==> src/rtl/note_tone_gen_pkg.sv <==
// Shared definitions for the note tone generator: note-to-preset table,
// rest index and play-source encoding.
package note_tone_gen_pkg;

    // Note index 0 is the rest (silent) entry of the table.
    localparam int REST_IDX = 0;

    // Play source selected by MODE.
    typedef enum logic {
        MODE_ROM = 1'b0,
        MODE_KEY = 1'b1
    } mode_e;

    // Divider presets: the half-period is 2**DIV_W - preset cycles.
    // Index 0 (rest) is all-ones for an 11-bit divider.
    function automatic int tone_tab(input int idx);
        case (idx)
            1:       return 773;
            2:       return 912;
            3:       return 1036;
            4:       return 1116;
            5:       return 1197;
            6:       return 1290;
            7:       return 1372;
            8:       return 1410;
            9:       return 1480;
            10:      return 1542;
            11:      return 1570;
            12:      return 1622;
            13:      return 1647;
            14:      return 1668;
            15:      return 1728;
            default: return 2047;
        endcase
    endfunction

endpackage

==> src/rtl/note_tone_gen_if.sv <==
// Note/keypad input bundle and tone outputs of the note tone generator.
// master drives note requests, slave is the generator itself.
interface note_tone_gen_if #(
    parameter int NOTE_W = 4,
    parameter int DIV_W  = 11,
    parameter int OCT_W  = 2
);
    logic              MODE;
    logic [NOTE_W-1:0] INX;
    logic              INX_VLD;
    logic [NOTE_W-1:0] KEYVALUE;
    logic              KEY_VLD;
    logic [OCT_W-1:0]  OCT;
    logic [NOTE_W-1:0] CODE;
    logic              H;
    logic [DIV_W-1:0]  TO;
    logic              SPK;
    logic              ACTIVE;

    modport master (
        output MODE, INX, INX_VLD, KEYVALUE, KEY_VLD, OCT,
        input  CODE, H, TO, SPK, ACTIVE
    );

    modport slave (
        input  MODE, INX, INX_VLD, KEYVALUE, KEY_VLD, OCT,
        output CODE, H, TO, SPK, ACTIVE
    );
endinterface

==> src/rtl/note_tone_gen_div.sv <==
// Programmable tone divider: loadable down-counter plus SPK toggle flop.
// tick marks the last cycle of a half-period (counter at zero).
module note_tone_gen_div #(
    parameter int DIV_W = 11
) (
    input  logic             CLK,
    input  logic             RST_N,
    input  logic             load,
    input  logic [DIV_W-1:0] period,
    input  logic             hold,
    output logic             tick,
    output logic             spk
);
    logic [DIV_W-1:0] cnt_q, cnt_d;
    logic             spk_q, spk_d;

    assign tick = (cnt_q == '0);
    assign spk  = spk_q;

    // Count down and reload on each toggle point; a silent note freezes the
    // counter and pulls SPK low so the pin never carries a partial pulse.
    always_comb begin
        cnt_d = cnt_q;
        spk_d = spk_q;
        if (load) begin
            cnt_d = period;
        end else if (!hold) begin
            cnt_d = tick ? period : cnt_q - 1'b1;
        end
        if (hold) begin
            spk_d = 1'b0;
        end else if (tick) begin
            spk_d = ~spk_q;
        end
    end

    // Counter and output flop.
    always_ff @(posedge CLK or negedge RST_N) begin
        if (!RST_N) begin
            cnt_q <= '0;
            spk_q <= 1'b0;
        end else begin
            cnt_q <= cnt_d;
            spk_q <= spk_d;
        end
    end
endmodule

==> src/rtl/note_tone_gen.sv <==
// Note tone generator: picks the ROM or keypad note by MODE, holds it as a
// pending request, applies it on a toggle point (or at once from rest) and
// drives the tone divider with the table preset shifted by OCT.
// Optional feature macro NOTE_GATE_EN: keypad release sustain counter that
// schedules a rest SUSTAIN_CYC cycles after the key is let go.
module note_tone_gen
    import note_tone_gen_pkg::*;
#(
    parameter int NOTE_W      = 4,
    parameter int DIV_W       = 11,
    parameter int OCT_W       = 2,
    parameter int SUSTAIN_CYC = 1024
) (
    input logic            CLK,
    input logic            RST_N,
    note_tone_gen_if.slave bus
);
    localparam logic [NOTE_W-1:0] REST_CODE = NOTE_W'(REST_IDX);
    localparam logic [DIV_W-1:0]  TO_REST   = '1;

    function automatic logic [DIV_W-1:0] preset_of(input logic [NOTE_W-1:0] idx);
        if (idx == REST_CODE) return TO_REST;
        return DIV_W'(tone_tab(int'(idx)));
    endfunction

    // Reload value N_eff-1 with N_eff = max(1, (2**DIV_W - preset) >> oct).
    function automatic logic [DIV_W-1:0] period_m1(input logic [DIV_W-1:0] to,
                                                   input logic [OCT_W-1:0] oct);
        logic [DIV_W:0] n;
        logic [DIV_W:0] n_m1;
        n = ({1'b1, {DIV_W{1'b0}}} - {1'b0, to}) >> oct;
        if (n == '0) n = {{DIV_W{1'b0}}, 1'b1};
        n_m1 = n - 1'b1;
        return n_m1[DIV_W-1:0];
    endfunction

    logic              mode_q, mode_d;
    logic              key_vld_q, key_vld_d;
    logic [NOTE_W-1:0] key_val_q, key_val_d;
    logic [NOTE_W-1:0] code_q, code_d;
    logic [DIV_W-1:0]  to_q, to_d;
    logic              pend_vld_q, pend_vld_d;
    logic [NOTE_W-1:0] pend_code_q, pend_code_d;

    logic              mode_chg, samp, gate_fire, new_vld, eff_vld, apply;
    logic              load, hold, div_tick, tone_tick;
    logic [NOTE_W-1:0] samp_code, new_code, eff_code;
    logic [DIV_W-1:0]  period;

    // Source select: ROM strobe, or keypad press / value change while held.
    // The cycle MODE changes samples nothing from either source.
    always_comb begin
        mode_d    = bus.MODE;
        mode_chg  = (bus.MODE != mode_q);
        samp      = 1'b0;
        samp_code = bus.INX;
        key_vld_d = 1'b0;
        key_val_d = bus.KEYVALUE;
        if (!mode_chg) begin
            if (bus.MODE == MODE_ROM) begin
                samp = bus.INX_VLD;
            end else begin
                samp      = bus.KEY_VLD && (!key_vld_q || (bus.KEYVALUE != key_val_q));
                samp_code = bus.KEYVALUE;
                key_vld_d = bus.KEY_VLD;
            end
        end
    end

`ifdef NOTE_GATE_EN
    localparam int GATE_W = (SUSTAIN_CYC > 2) ? $clog2(SUSTAIN_CYC) : 1;

    logic              gate_run_q, gate_run_d;
    logic [GATE_W-1:0] gate_cnt_q, gate_cnt_d;
    logic              key_fall;

    // Release sustain: start on key release, cancel on a new key or MODE
    // change, and request a rest once the count expires.
    always_comb begin
        key_fall   = !mode_chg && (bus.MODE == MODE_KEY) && key_vld_q && !bus.KEY_VLD;
        gate_fire  = gate_run_q && (gate_cnt_q == '0) && !samp;
        gate_run_d = gate_run_q;
        gate_cnt_d = gate_cnt_q;
        if (mode_chg || samp) begin
            gate_run_d = 1'b0;
        end else if (key_fall) begin
            gate_run_d = 1'b1;
            gate_cnt_d = GATE_W'(SUSTAIN_CYC - 1);
        end else if (gate_run_q) begin
            if (gate_cnt_q == '0) gate_run_d = 1'b0;
            else                  gate_cnt_d = gate_cnt_q - 1'b1;
        end
    end

    // Sustain counter state.
    always_ff @(posedge CLK or negedge RST_N) begin
        if (!RST_N) begin
            gate_run_q <= 1'b0;
            gate_cnt_q <= '0;
        end else begin
            gate_run_q <= gate_run_d;
            gate_cnt_q <= gate_cnt_d;
        end
    end
`else
    logic unused_sustain;
    assign gate_fire      = 1'b0;
    assign unused_sustain = (SUSTAIN_CYC != 0);
`endif

    // Pending request (last write wins, re-strobing the sounding note drops
    // any pending change) and apply control: at once from rest, otherwise
    // only on a toggle point so a half-period is never cut short.
    always_comb begin
        new_vld  = samp || gate_fire;
        new_code = samp ? samp_code : REST_CODE;
        if (new_vld) begin
            eff_vld  = (new_code != code_q);
            eff_code = new_code;
        end else begin
            eff_vld  = pend_vld_q;
            eff_code = pend_code_q;
        end
        tone_tick   = div_tick && (code_q != REST_CODE);
        apply       = eff_vld && ((code_q == REST_CODE) || tone_tick);
        code_d      = code_q;
        pend_vld_d  = eff_vld;
        pend_code_d = eff_code;
        load        = 1'b0;
        if (mode_chg) begin
            code_d     = REST_CODE;
            pend_vld_d = 1'b0;
        end else if (apply) begin
            code_d     = eff_code;
            pend_vld_d = 1'b0;
            load       = 1'b1;
        end
        to_d   = preset_of(code_d);
        hold   = (code_q == REST_CODE) || (code_d == REST_CODE);
        period = period_m1(to_d, bus.OCT);
    end

    // Note, source-tracking and pending registers.
    always_ff @(posedge CLK or negedge RST_N) begin
        if (!RST_N) begin
            mode_q      <= MODE_ROM;
            key_vld_q   <= 1'b0;
            key_val_q   <= '0;
            code_q      <= REST_CODE;
            to_q        <= TO_REST;
            pend_vld_q  <= 1'b0;
            pend_code_q <= REST_CODE;
        end else begin
            mode_q      <= mode_d;
            key_vld_q   <= key_vld_d;
            key_val_q   <= key_val_d;
            code_q      <= code_d;
            to_q        <= to_d;
            pend_vld_q  <= pend_vld_d;
            pend_code_q <= pend_code_d;
        end
    end

    note_tone_gen_div #(.DIV_W(DIV_W)) u_tone_div (
        .CLK    (CLK),
        .RST_N  (RST_N),
        .load   (load),
        .period (period),
        .hold   (hold),
        .tick   (div_tick),
        .spk    (bus.SPK)
    );

    assign bus.CODE   = code_q;
    assign bus.TO     = to_q;
    assign bus.H      = code_q[NOTE_W-1];
    assign bus.ACTIVE = (code_q != REST_CODE);
endmodule

==> src/flat_wrapper.sv <==
// flat-port wrapper written by rule: the top's interface ports become plain ports
module note_tone_gen_flat import note_tone_gen_pkg::*;
#(
    parameter int NOTE_W      = 4,
    parameter int DIV_W       = 11,
    parameter int OCT_W       = 2,
    parameter int SUSTAIN_CYC = 1024
)
  (CLK, RST_N, bus_MODE, bus_INX, bus_INX_VLD, bus_KEYVALUE, bus_KEY_VLD, bus_OCT, bus_CODE, bus_H, bus_TO, bus_SPK, bus_ACTIVE);
  note_tone_gen_if #(.NOTE_W(NOTE_W), .DIV_W(DIV_W), .OCT_W(OCT_W)) bus_i ();
  input logic CLK;
  input logic RST_N;
  input wire logic [$bits(bus_i.MODE)-1:0] bus_MODE;
  input wire logic [$bits(bus_i.INX)-1:0] bus_INX;
  input wire logic [$bits(bus_i.INX_VLD)-1:0] bus_INX_VLD;
  input wire logic [$bits(bus_i.KEYVALUE)-1:0] bus_KEYVALUE;
  input wire logic [$bits(bus_i.KEY_VLD)-1:0] bus_KEY_VLD;
  input wire logic [$bits(bus_i.OCT)-1:0] bus_OCT;
  output wire logic [$bits(bus_i.CODE)-1:0] bus_CODE;
  output wire logic [$bits(bus_i.H)-1:0] bus_H;
  output wire logic [$bits(bus_i.TO)-1:0] bus_TO;
  output wire logic [$bits(bus_i.SPK)-1:0] bus_SPK;
  output wire logic [$bits(bus_i.ACTIVE)-1:0] bus_ACTIVE;
  assign bus_i.MODE = bus_MODE;
  assign bus_i.INX = bus_INX;
  assign bus_i.INX_VLD = bus_INX_VLD;
  assign bus_i.KEYVALUE = bus_KEYVALUE;
  assign bus_i.KEY_VLD = bus_KEY_VLD;
  assign bus_i.OCT = bus_OCT;
  assign bus_CODE = bus_i.CODE;
  assign bus_H = bus_i.H;
  assign bus_TO = bus_i.TO;
  assign bus_SPK = bus_i.SPK;
  assign bus_ACTIVE = bus_i.ACTIVE;
  note_tone_gen #(.NOTE_W(NOTE_W), .DIV_W(DIV_W), .OCT_W(OCT_W), .SUSTAIN_CYC(SUSTAIN_CYC)) u_core (.CLK(CLK), .RST_N(RST_N), .bus(bus_i));
endmodule
==> config.mk <==
export PLATFORM = sky130hd
export DESIGN_NAME = note_tone_gen_flat
export DESIGN_NICKNAME = d
export VERILOG_FILES = /design/src/rtl/note_tone_gen_pkg.sv /design/src/rtl/note_tone_gen_if.sv /design/src/rtl/note_tone_gen_div.sv /design/src/rtl/note_tone_gen.sv /design/src/flat_wrapper.sv
export SDC_FILE = /design/constraint.sdc
export NUM_CORES = 1
export LEC_CHECK = 0
export CAP_MARGIN = 15
export CORE_MARGIN = 2
export CORE_UTILIZATION = 40
export CTS_BUF_LIST = sky130_fd_sc_hd__clkbuf_4
export CTS_CLUSTER_DIAMETER = 50
export DETAILED_ROUTE_END_ITERATION = 8
export GPL_ROUTABILITY_DRIVEN = 0
export PLACE_DENSITY = 0.56
export SYNTH_ARGS = -nofsm -noshare
export SYNTH_HDL_FRONTEND = slang
export SYNTH_HIERARCHICAL = 1
export SYNTH_SLANG_ARGS = --single-unit
==> constraint.sdc <==
create_clock -name CLK -period 8.25 [get_ports CLK]
set_input_delay 1.65 -clock CLK [delete_from_list [all_inputs] [get_ports CLK]]
set_output_delay 1.65 -clock CLK [all_outputs]
set_load 0.05 [all_outputs]
# ---- Word-level counts from Yosys, hierarchy flattened
# Memory sizes are Yosys's and may differ from the RTL's.
# Index checks and enable logic that the tools add are counted.
dict set report op_classes {
  reduce_logical 13
  bitwise_logic 1
  shifts 1
  addsub 3
  muxes 24
  n_eq_ne 4
}
# operator n
set ops {}
lappend ops {{$mux W11} 6}
lappend ops {{$mux W4} 6}
lappend ops {{$sub A11 B1 Y11 const B} 2}
lappend ops {{$logic_not A12 Y1} 1}
lappend ops {{$mux W1} 12}
lappend ops {{$shr A12 B2 Y12} 1}
lappend ops {{$sub A12 B11 Y12 const A} 1}
lappend ops {{$logic_not A11 Y1} 1}
lappend ops {{$logic_not A4 Y1} 2}
lappend ops {{$ne A4 B4 Y1} 2}
lappend ops {{$reduce_bool A4 Y1} 1}
lappend ops {{$logic_and A1 B1 Y1} 3}
lappend ops {{$logic_or A1 B1 Y1} 3}
lappend ops {{$ne A2 B1 Y1 const B} 1}
lappend ops {{$reduce_bool A2 Y1} 1}
lappend ops {{$logic_not A1 Y1} 1}
lappend ops {{$ne A1 B1 Y1} 1}
lappend ops {{$not A1 Y1} 1}
dict set report totals {
  output_inout_bits 18
  ff_bits 38
  in_bits 15
  mem_count 1
  elab_cells 56
  romBits 176
}
# memory depth width rd rd_clocked_by_memory_dff wr line
set memory_table {}
lappend memory_table {{(no name shown)} 16 11 1 0 0 note_tone_gen_pkg.sv:17} ;# case (idx)

# ---- Depth between registers and ports, before layout
# Gate-level depths: netlist of run 1.
dict set report depth {
  word_depth 22
  ltp_mapped 37
  depth_no_buf 36
}

# ---- Modules after synthesis
# The synthesis of run 1 kept the hierarchy.
# mod n_inst seq_area_each_um2 area_per_inst_um2 cells_each
set modules_own_cells {}
lappend modules_own_cells {note_tone_gen 1 664.4 2942.8 345}
lappend modules_own_cells {note_tone_gen_div 1 300.3 845.8 88}

# ---- Least setup slack after synthesis of run 1
# No wires, ideal clock.
dict set report synth_timing {
  path_kind {in2reg}
  from {input bus_MODE}
  to {register u_core.u_tone_div.cnt_q[8]}
  required_ps 8126
  n_path_buf 2
  setup_time_ps 124
  slack_ps 431
  arrival_time_ps 7695
  stages 33
  path_cell_list {buf_6 nor3b_4 o32a_2 o31ai_2 a21oi_4 buf_6 mux2i_1 nand2b_1 ha_1 inv_1 or3_4 o311ai_4 inv_1 ha_1 o2111a_1 o21ai_1 nor2_1 and3_1 o22a_1 a221o_1 o31ai_1 and3b_1 nor2_1 ha_1 inv_1 a2111oi_0 a31oi_1 nor4_2 nand2_1 xor2_1 o21ai_0 a31oi_1 a211o_1}
}
dict set report synth_between {
  elab_chain_len 19
  word_cells_on_any_way 28
  classes_between {add/sub: 2; eq/ne: 3; shift: 1; mux: 17; reduce/logical: 4; memory: 1}
}
# element line
set synth_lines {}
lappend synth_lines {{from (decl)} flat_wrapper.sv:13} ;# input wire logic [$bits(bus_i.MODE)-1:0] bus_MODE;
lappend synth_lines {{$mux W4, or another cell as far along} note_tone_gen.sv:60} ;# if (bus.MODE == MODE_ROM) begin
lappend synth_lines {{$mux W4 or $mux W1 (tied branches)} note_tone_gen.sv:59} ;# if (!mode_chg) begin
lappend synth_lines {{$mux W4} note_tone_gen.sv:116} ;# new_code = samp ? samp_code : REST_CODE;
lappend synth_lines {{$ne A4 B4 Y1} note_tone_gen.sv:118} ;# eff_vld = (new_code != code_q);
lappend synth_lines {{$mux W1} note_tone_gen.sv:117} ;# if (new_vld) begin
lappend synth_lines {{$logic_and A1 B1 Y1} note_tone_gen.sv:125} ;# apply = eff_vld && ((code_q == REST_CODE) || tone_tick);
lappend synth_lines {{$mux W4} note_tone_gen.sv:133} ;# end else if (apply) begin
lappend synth_lines {{$mux W4 (*)} note_tone_gen.sv:130} ;# if (mode_chg) begin
lappend synth_lines {{[... 3 more ...]} n/a}
lappend synth_lines {{net u_core.to_d[1]} note_tone_gen.sv:41} ;# logic [DIV_W-1:0] to_q, to_d;
lappend synth_lines {{[... 1 more ...]} n/a}
lappend synth_lines {{$shr A12 B2 Y12 (*)} note_tone_gen.sv:31} ;# n = ({1'b1, {DIV_W{1'b0}}} - {1'b0, to}) >> oct;
lappend synth_lines {{$logic_not A12 Y1} note_tone_gen.sv:32} ;# if (n == '0) n = {{DIV_W{1'b0}}, 1'b1};
lappend synth_lines {{$mux W11 (*)} note_tone_gen.sv:32}
lappend synth_lines {{$sub A11 B1 Y11 (*)} note_tone_gen.sv:33} ;# n_m1 = n - 1'b1;
lappend synth_lines {{net u_core.period[8]} note_tone_gen.sv:48} ;# logic [DIV_W-1:0] period;
lappend synth_lines {{$mux W11} note_tone_gen_div.sv:28} ;# cnt_d = tick ? period : cnt_q - 1'b1;
lappend synth_lines {{$mux W11} note_tone_gen_div.sv:27} ;# end else if (!hold) begin
lappend synth_lines {{$mux W11 (*)} note_tone_gen_div.sv:25} ;# if (load) begin
lappend synth_lines {{to (signal assigned)} note_tone_gen_div.sv:43} ;# cnt_q <= cnt_d;
lappend synth_lines {{to (decl)} note_tone_gen_div.sv:14} ;# logic [DIV_W-1:0] cnt_q, cnt_d;
# Mark *: on every way through the listed nets, which the timed path passes. The select of a mux whose other input is x is not followed.
# A chain may end at the register's enable or synchronous reset.

# ---- Final worst setup path of run 1
dict set report layout_timing {
  from {input bus_KEYVALUE[2]}
  to {register u_core.u_tone_div.cnt_q[10]}
}
dict set report layout_between {
  elab_chain_len 22
  word_cells_on_any_way 30
  classes_between {add/sub: 2; eq/ne: 3; shift: 1; mux: 17; reduce/logical: 6; memory: 1}
}
# element line
set layout_lines {}
lappend layout_lines {{from (decl)} flat_wrapper.sv:16} ;# input wire logic [$bits(bus_i.KEYVALUE)-1:0] bus_KEYVALUE;
lappend layout_lines {{$ne A4 B4 Y1} note_tone_gen.sv:63} ;# samp = bus.KEY_VLD && (!key_vld_q || (bus.KEYVALUE != key_val_q));
lappend layout_lines {{$logic_or A1 B1 Y1} note_tone_gen.sv:63}
lappend layout_lines {{$logic_and A1 B1 Y1} note_tone_gen.sv:63}
lappend layout_lines {{$mux W1} note_tone_gen.sv:60}
lappend layout_lines {{$mux W1} note_tone_gen.sv:59}
lappend layout_lines {{$mux W4} note_tone_gen.sv:116}
lappend layout_lines {{$ne A4 B4 Y1} note_tone_gen.sv:118}
lappend layout_lines {{$mux W1} note_tone_gen.sv:117}
lappend layout_lines {{[... 6 more ...]} n/a}
lappend layout_lines {{net u_core.to_d[1]} note_tone_gen.sv:41}
lappend layout_lines {{[... 1 more ...]} n/a}
lappend layout_lines {{$shr A12 B2 Y12 (*)} note_tone_gen.sv:31}
lappend layout_lines {{$logic_not A12 Y1} note_tone_gen.sv:32}
lappend layout_lines {{$mux W11 (*)} note_tone_gen.sv:32}
lappend layout_lines {{$sub A11 B1 Y11 (*)} note_tone_gen.sv:33}
lappend layout_lines {{net u_core.period[10]} note_tone_gen.sv:48}
lappend layout_lines {{$mux W11} note_tone_gen_div.sv:28}
lappend layout_lines {{$mux W11} note_tone_gen_div.sv:27}
lappend layout_lines {{$mux W11 (*)} note_tone_gen_div.sv:25}
# Marks and branches as above.

==> results.sh, run 1 <==
export IMPL_hold_viol_final=0
export IMPL_wl_per_cell_um=18.2
export IMPL_drtIter0Drc=188
export IMPL_status="finished clean"
export IMPL_grt_first_pass_wirelength_um=17600
export IMPL_maxSlewViolCount=0
export IMPL_instances_no_fill=605
export IMPL_dp_cells=585
export IMPL_fmax_ghz=0.127
export IMPL_synth_top_flop_cell="dfrtp_1"
export IMPL_relSlewSlack_pct=32.7
export IMPL_tightest_slew_ns=1.00
export IMPL_die_w_um=101
export IMPL_initial_core_util_pct=41.2
export IMPL_arrival_ns=8.19
export IMPL_ys_types=97
export IMPL_rr_startpoint="u_core/u_tone_div/cnt_q[0]$_DFFE_PN0P_"
export IMPL_required_ns=8.55
export IMPL_power_density_mw_per_mm2=249
export IMPL_htreeDepth=2
export IMPL_max_stage_delay_ns=0.55
export IMPL_finalInstanceArea_mm2=0.00465
export IMPL_ios=33
export IMPL_syn_inst=433
export IMPL_reg2reg_to="u_core/u_tone_div/cnt_q[10]$_DFFE_PN0P_"
export IMPL_die_area_mm2=0.0103
export IMPL_num_nets_final=521
export IMPL_crit_path_start_kind="input pin"
export IMPL_hold_buffers=0
export IMPL_synth_avg_cell_area_um2=8.75
export IMPL_whs_path_depth=2
export IMPL_cts_made_buffers=5
export IMPL_drive_above_1_share_pct=26.3
export IMPL_core_mm2=0.00920
export IMPL_clock_latency_ns=0.35
export IMPL_netlist_area_mm2=0.00379
export IMPL_cts_tree="yes"
export IMPL_firstDrtPassIters=5
export IMPL_rows=35
export IMPL_vias=3590
export IMPL_fin_setup_tns_ns=0
export IMPL_pre_cts_slack_ns=-0.216
export IMPL_synth_async_reset_ratio_pct=100
export IMPL_detailed_place_hpwl_um=7970
export IMPL_overflow=0
export IMPL_ant_nets=0
export IMPL_setup_viol=0
export IMPL_clk_pin_slew_worst_paths_ns=0.13
export IMPL_drt_wl_total_um=11000
export IMPL_grt_max_degree=39
export IMPL_skew_ns=0.0133
export IMPL_layout_min_cycle_time_ns=7.89
export IMPL_peakVddDrop_v=0.000141
export IMPL_leakagePower_nw=1.88
export IMPL_ctsLongestPathBuffers=2
export IMPL_crit_fanout=5
export IMPL_crit_path_end_kind="flop"
export IMPL_ys_ff_latch=38
export IMPL_min_path_type="reg2reg"
export IMPL_area_growth_pct=22.8
export IMPL_reg2reg_depth=36
export IMPL_clock_sinks=38
export IMPL_synth_area_leader_cell="dfrtp_1"
export IMPL_synth_area_leaders="dfrtp_1, dfstp_2, xnor2_1"
export IMPL_synth_edf_count=0
export IMPL_vias_per_cell=5.93
export IMPL_setup_ws_ns=0.361
export IMPL_fp_dieH_um=101
export IMPL_yosys_warnings=6
export IMPL_grt_pass1_vias=3412
export IMPL_fin_crit_sh_pct=95.6
export IMPL_max_cap_violations=0
export IMPL_antennaDiodeCount=0
export IMPL_cts_root_buffer="clkbuf_4"
export IMPL_route_detailed_drc=0
export IMPL_yosysTopAreaCellShare_pct=17.8
export IMPL_placed_cell_area_mm2=0.00433
export IMPL_io_buffers=32
export IMPL_grt_use_total_pct=21.5
export IMPL_holdPathEnd="u_core/pend_code_q[0]$_DFF_PN0_"
export IMPL_synth_seq_area_share_pct=25.5
export IMPL_hold_start="u_core/pend_code_q[0]$_DFF_PN0_"
export IMPL_syn_nets=461
export IMPL_slowest_stage="clkdlybuf4s50_1"
export IMPL_crit_type="in2reg"
export IMPL_rrSetupSlack_ns=0.91
export IMPL_synth_common_cells="nand2_1, nor2_1, dfrtp_1"
export IMPL_antenna_found_initial=0
-- registers in the layout, summed over array words and instances (netlist names) --
register and cells:
u_core/pend_vld_q 1, u_core/key_vld_q 1, u_core/u_tone_div/spk 1, u_core/bus.CODE 4, u_core/pend_code_q 4, u_core/mode_q 1, u_core/u_tone_div/cnt_q 11, u_core/key_val_q 4
u_core/bus.TO 11
-- power by group --
part	internal, W	switching, W	leakage, nW
logic	0.000287	0.000404	1.37
registers	0.000245	0.0000576	0.451
clock network	0.0000934	0.0000719	0.0528
total	0.000626	0.000534	1.88
-- cell families after synthesis --
group / after synthesis / synth area share [%]
XOR/XNOR: 29 / 6.70
adder cells (fa/ha/maj): 13 / 4.29
buffers and inverters: 47 / 6.04
AND/OR/NAND/NOR: 165 / 24.6
multiplexers: 21 / 6.14
flip-flops: 38 / 25.5
AO/OA/AOI/OAI: 120 / 26.8
-- critical path: cells and delay by family --
| kind | cells | cell delay, ns |
|---|---|---|
| xor+xnor | 2 | 0.36 |
| mux | 1 | 0.15 |
| buf+inv | 7 | 1.41 |
| fa+ha+maj | 3 | 0.60 |
| compound gates | 13 | 2.45 |
| simple gates | 8 | 1.56 |
-- repair_timing --
action,4_1_cts,5_1_grt
resized for setup,0,31
buffers inserted,0,12
setup endpoints to repair,0,5
-- how the worst max path moves through the flow --
stage / start / end / slack, ns / cells past startpoint
floorplan: bus_MODE / u_core/u_tone_div/cnt_q[8]$_DFFE_PN0P_ / 0.43 / 33
global placement: bus_MODE / u_core/u_tone_div/cnt_q[10]$_DFFE_PN0P_ / -0.03 / 34
detailed placement: bus_MODE / u_core/u_tone_div/cnt_q[10]$_DFFE_PN0P_ / -0.22 / 34
CTS: bus_MODE / u_core/u_tone_div/cnt_q[10]$_DFFE_PN0P_ / 0.11 / 34
global route: bus_KEYVALUE[2] / u_core/u_tone_div/cnt_q[8]$_DFFE_PN0P_ / -0.07 / 35
finish: bus_KEYVALUE[2] / u_core/u_tone_div/cnt_q[10]$_DFFE_PN0P_ / 0.36 / 34
-- layout by cell type, fill, tap and decap left out, drive strengths merged, types with 5 or more instances in the layout --
cell type / count
nand4: 8
or4: 7
mux2: 9
inv: 28
buf: 40
a31oi: 5
nand2: 41
clkbuf: 5
nor4: 10
xor2: 5
nor3: 13
o221ai: 5
mux2i: 12
dfrtp: 27
clkdlybuf4s50: 29
o31ai: 5
nor2: 42
nand2b: 6
a21oi: 22
o211ai: 7
xnor2: 24
dfstp: 11
a211oi: 7
a2111oi: 5
o32a: 5
ha: 13
nand3: 8
o21ai: 13
-- layer usage --
metal	vias up	share of wire, %	GRT usage, %
met5	-	0	0
met3	9	4.5	3.17
met1	1743	48	30.8
met4	0	1.1	5.51
li1	1746	-	-
met2	92	47	34.1
-- per-stage QoR --
step / hold slack [ns] / util (%) / power, W
5_1_grt: 0.574 / 50.6 / 0.00124
3_3_place_gp: 0.527 / 47.1 / 0.000953
4_1_cts: 0.553 / 48.2 / 0.00112
2_1_floorplan: 0.482 / - / 0.000767
6_report: 0.535 / 50.6 / 0.00116
3_5_place_dp: 0.522 / 47.1 / 0.000951
-- final cells by class --
| type | instances | area [um2] |
|---|---|---|
| Fill cell | 866 | 4540 |
| Multi-Input combinational cell | 348 | 2720 |
| Sequential cell | 38 | 965 |
| Timing Repair Buffer | 71 | 617 |
| Tap cell | 111 | 139 |
| Inverter | 29 | 111 |
| Clock inverter | 3 | 63.8 |
| Clock buffer | 5 | 37.5 |
No activity file was read; power rests on OpenSTA's default activity.
==> inputs of run 2 (changes only) <==
Settings changed: CORE_UTILIZATION 40 to 61, PLACE_DENSITY 0.56 to 0.81.
==> run 2 against run 1 <==
  * Routed wire length decreased by 0.26%
  * Via count increased by 8.9%
  * Clock power decreased by 18%
  * Sequential power about the same
  * Hold slack improved by 0.020 ns
  * Fmax decreased by 1.1%
  * Critical path type unchanged
  * Critical endpoint is now u_core/u_tone_div/cnt_q[8]$_DFFE_PN0P_
  * Highest routed layer unchanged
==> results.sh, run 2 (synthesis results as in run 1) <==
export IMPL_maxSlewViolCount=0
export IMPL_grt_max_degree=39
export IMPL_vias_per_cell=6.88
export IMPL_ant_nets=0
export IMPL_worst_hold_slack_ns=0.555
export IMPL_layout_common_cells="nor2_1, nand2_1, buf_4, clkdlybuf4s50_1, dfrtp_1"
export IMPL_cpLargestDelayFamily="simple AND/OR/NAND/NOR gates"
export IMPL_crit_path_end_kind="flop"
export IMPL_hold_start="u_core/pend_code_q[1]$_DFF_PN0_"
export IMPL_crit_fanout=5
export IMPL_max_stage_delay_ns=0.45
export IMPL_hold_viol_final=0
export IMPL_status="finished clean"
export IMPL_reg2reg_depth=37
export IMPL_rows=28
export IMPL_die_w_um=82.8
export IMPL_cts_tree="yes"
export IMPL_hold_buffers=0
export IMPL_max_cap_violations=0
export IMPL_cp_startpoint="bus_KEYVALUE[2]"
export IMPL_drtIter0Drc=323
export IMPL_ctsLongestPathBuffers=2
export IMPL_holdPathEnd="u_core/pend_code_q[1]$_DFF_PN0_"
export IMPL_peakVddDrop_v=0.000174
export IMPL_drive_above_1_share_pct=24.7
export IMPL_arrival_ns=8.22
export IMPL_wl_per_cell_um=19.3
export IMPL_area_growth_pct=20.5
export IMPL_cp_depth=34
export IMPL_rr_startpoint="u_core/u_tone_div/cnt_q[0]$_DFFE_PN0P_"
export IMPL_cts_root_buffer="clkbuf_4"
export IMPL_power_density_mw_per_mm2=249
export IMPL_setup_viol=0
export IMPL_ios=33
export IMPL_firstDrtPassIters=5
export IMPL_grt_pass1_vias=3579
export IMPL_core_mm2=0.00596
export IMPL_whs_path_depth=1
export IMPL_fin_setup_tns_ns=0
export IMPL_relSlewSlack_pct=39.7
export IMPL_io_buffers=32
export IMPL_antenna_found_initial=0
export IMPL_overflow=0
export IMPL_route_detailed_drc=0
export IMPL_required_ns=8.50
export IMPL_cts_made_buffers=5
export IMPL_layout_min_cycle_time_ns=7.97
export IMPL_crit_type="in2reg"
export IMPL_vias=3908
export IMPL_crit_top_cell="inv_1"
export IMPL_initial_core_util_pct=63.6
export IMPL_clock_latency_ns=0.36
export IMPL_tightest_slew_ns=0.898
export IMPL_grt_use_total_pct=30.2
export IMPL_rrSetupSlack_ns=0.81
export IMPL_skew_ns=0.0140
export IMPL_detailed_place_hpwl_um=7860
export IMPL_fp_dieH_um=82.8
export IMPL_drt_wl_total_um=11000
export IMPL_htreeDepth=2
export IMPL_grt_first_pass_wirelength_um=17300
export IMPL_die_area_mm2=0.00686
export IMPL_leakagePower_nw=1.83
export IMPL_num_nets_final=520
export IMPL_clk_pin_slew_worst_paths_ns=0.13
export IMPL_antennaDiodeCount=0
export IMPL_min_path_type="reg2reg"
export IMPL_cp_num_buf_inv=7
export IMPL_crit_path_start_kind="input pin"
export IMPL_reg2reg_to="u_core/u_tone_div/cnt_q[8]$_DFFE_PN0P_"
export IMPL_slowest_stage="nor4_2"
export IMPL_fmax_ghz=0.125
export IMPL_fin_crit_sh_pct=96.7
export IMPL_clock_sinks=38
-- run 2: cell types whose count changed in the layout (fill, tap and decap cells not counted), sizes merged --
cell    delta
buf        -1
clkbuf     +1
bufinv     -1
-- run 2: stage by stage --
stage | worst slack, ns | cells | total power, W | util [%] | instance area (um2)
floorplan | 0.431 | 433 | 0.000767 | - | 3790
global placement | 0.142 | 551 | 0.000940 | 72.2 | 4300
detailed placement | -0.158 | 551 | 0.000955 | 72.2 | 4300
CTS | 0.128 | 559 | 0.00109 | 73.5 | 4380
global route | -0.0547 | 568 | 0.00120 | 76.7 | 4570
finish | 0.276 | 568 | 0.00114 | 76.7 | 4570
-- run 2: worst max path at each step --
stage / to / slack, ns
detailed placement: u_core/u_tone_div/cnt_q[8]$_DFFE_PN0P_ / -0.16
CTS: u_core/u_tone_div/cnt_q[8]$_DFFE_PN0P_ / 0.13
floorplan: u_core/u_tone_div/cnt_q[8]$_DFFE_PN0P_ / 0.43
global route: u_core/u_tone_div/cnt_q[8]$_DFFE_PN0P_ / -0.05
finish: u_core/u_tone_div/cnt_q[8]$_DFFE_PN0P_ / 0.28
global placement: u_core/u_tone_div/cnt_q[8]$_DFFE_PN0P_ / 0.14
-- run 2: cell type report --
cell class              count  area (um2)
clock buffers               6        45.0
clock inverters             2        33.8
fillers                   428        1390
inverters                  29         111
multi-input cells         348        2700
flip-flops and latches     38         965
well taps                  75        93.8
repair buffers             70         618
-- run 2: routing by layer --
metal  share of wire [%]  routed length, um  track usage [%]  vias to the layer above
met5                   0                  0                0                        -
met1                  41               4540             42.5                     1864
met2                  47               5140             47.9                      249
met4                 2.8                312             8.49                        0
li1                    -                  -                -                     1756
met3                 8.8                969             5.17                       39
-- run 2: power by group --
group	internal [W]	switching (W)	total, W
registers	0.000245	0.0000595	0.000305
logic	0.000284	0.000414	0.000697
clock network	0.0000664	0.0000686	0.000135
-- run 2: what timing repair did --
action                                 4_1_cts  5_1_grt
endpoints found under the hold margin        0        0
gates resized for setup                      0       23
setup buffers                                0        9
setup endpoints to repair                    0        4
==> inputs of run 3 (changes only) <==
Settings changed: CTS_CLUSTER_DIAMETER 50 to 120, HOLD_SLACK_MARGIN from default to 0.1.
==> results of run 3 <==
The final DEF is identical to that of run 2; final timing and power are the same.
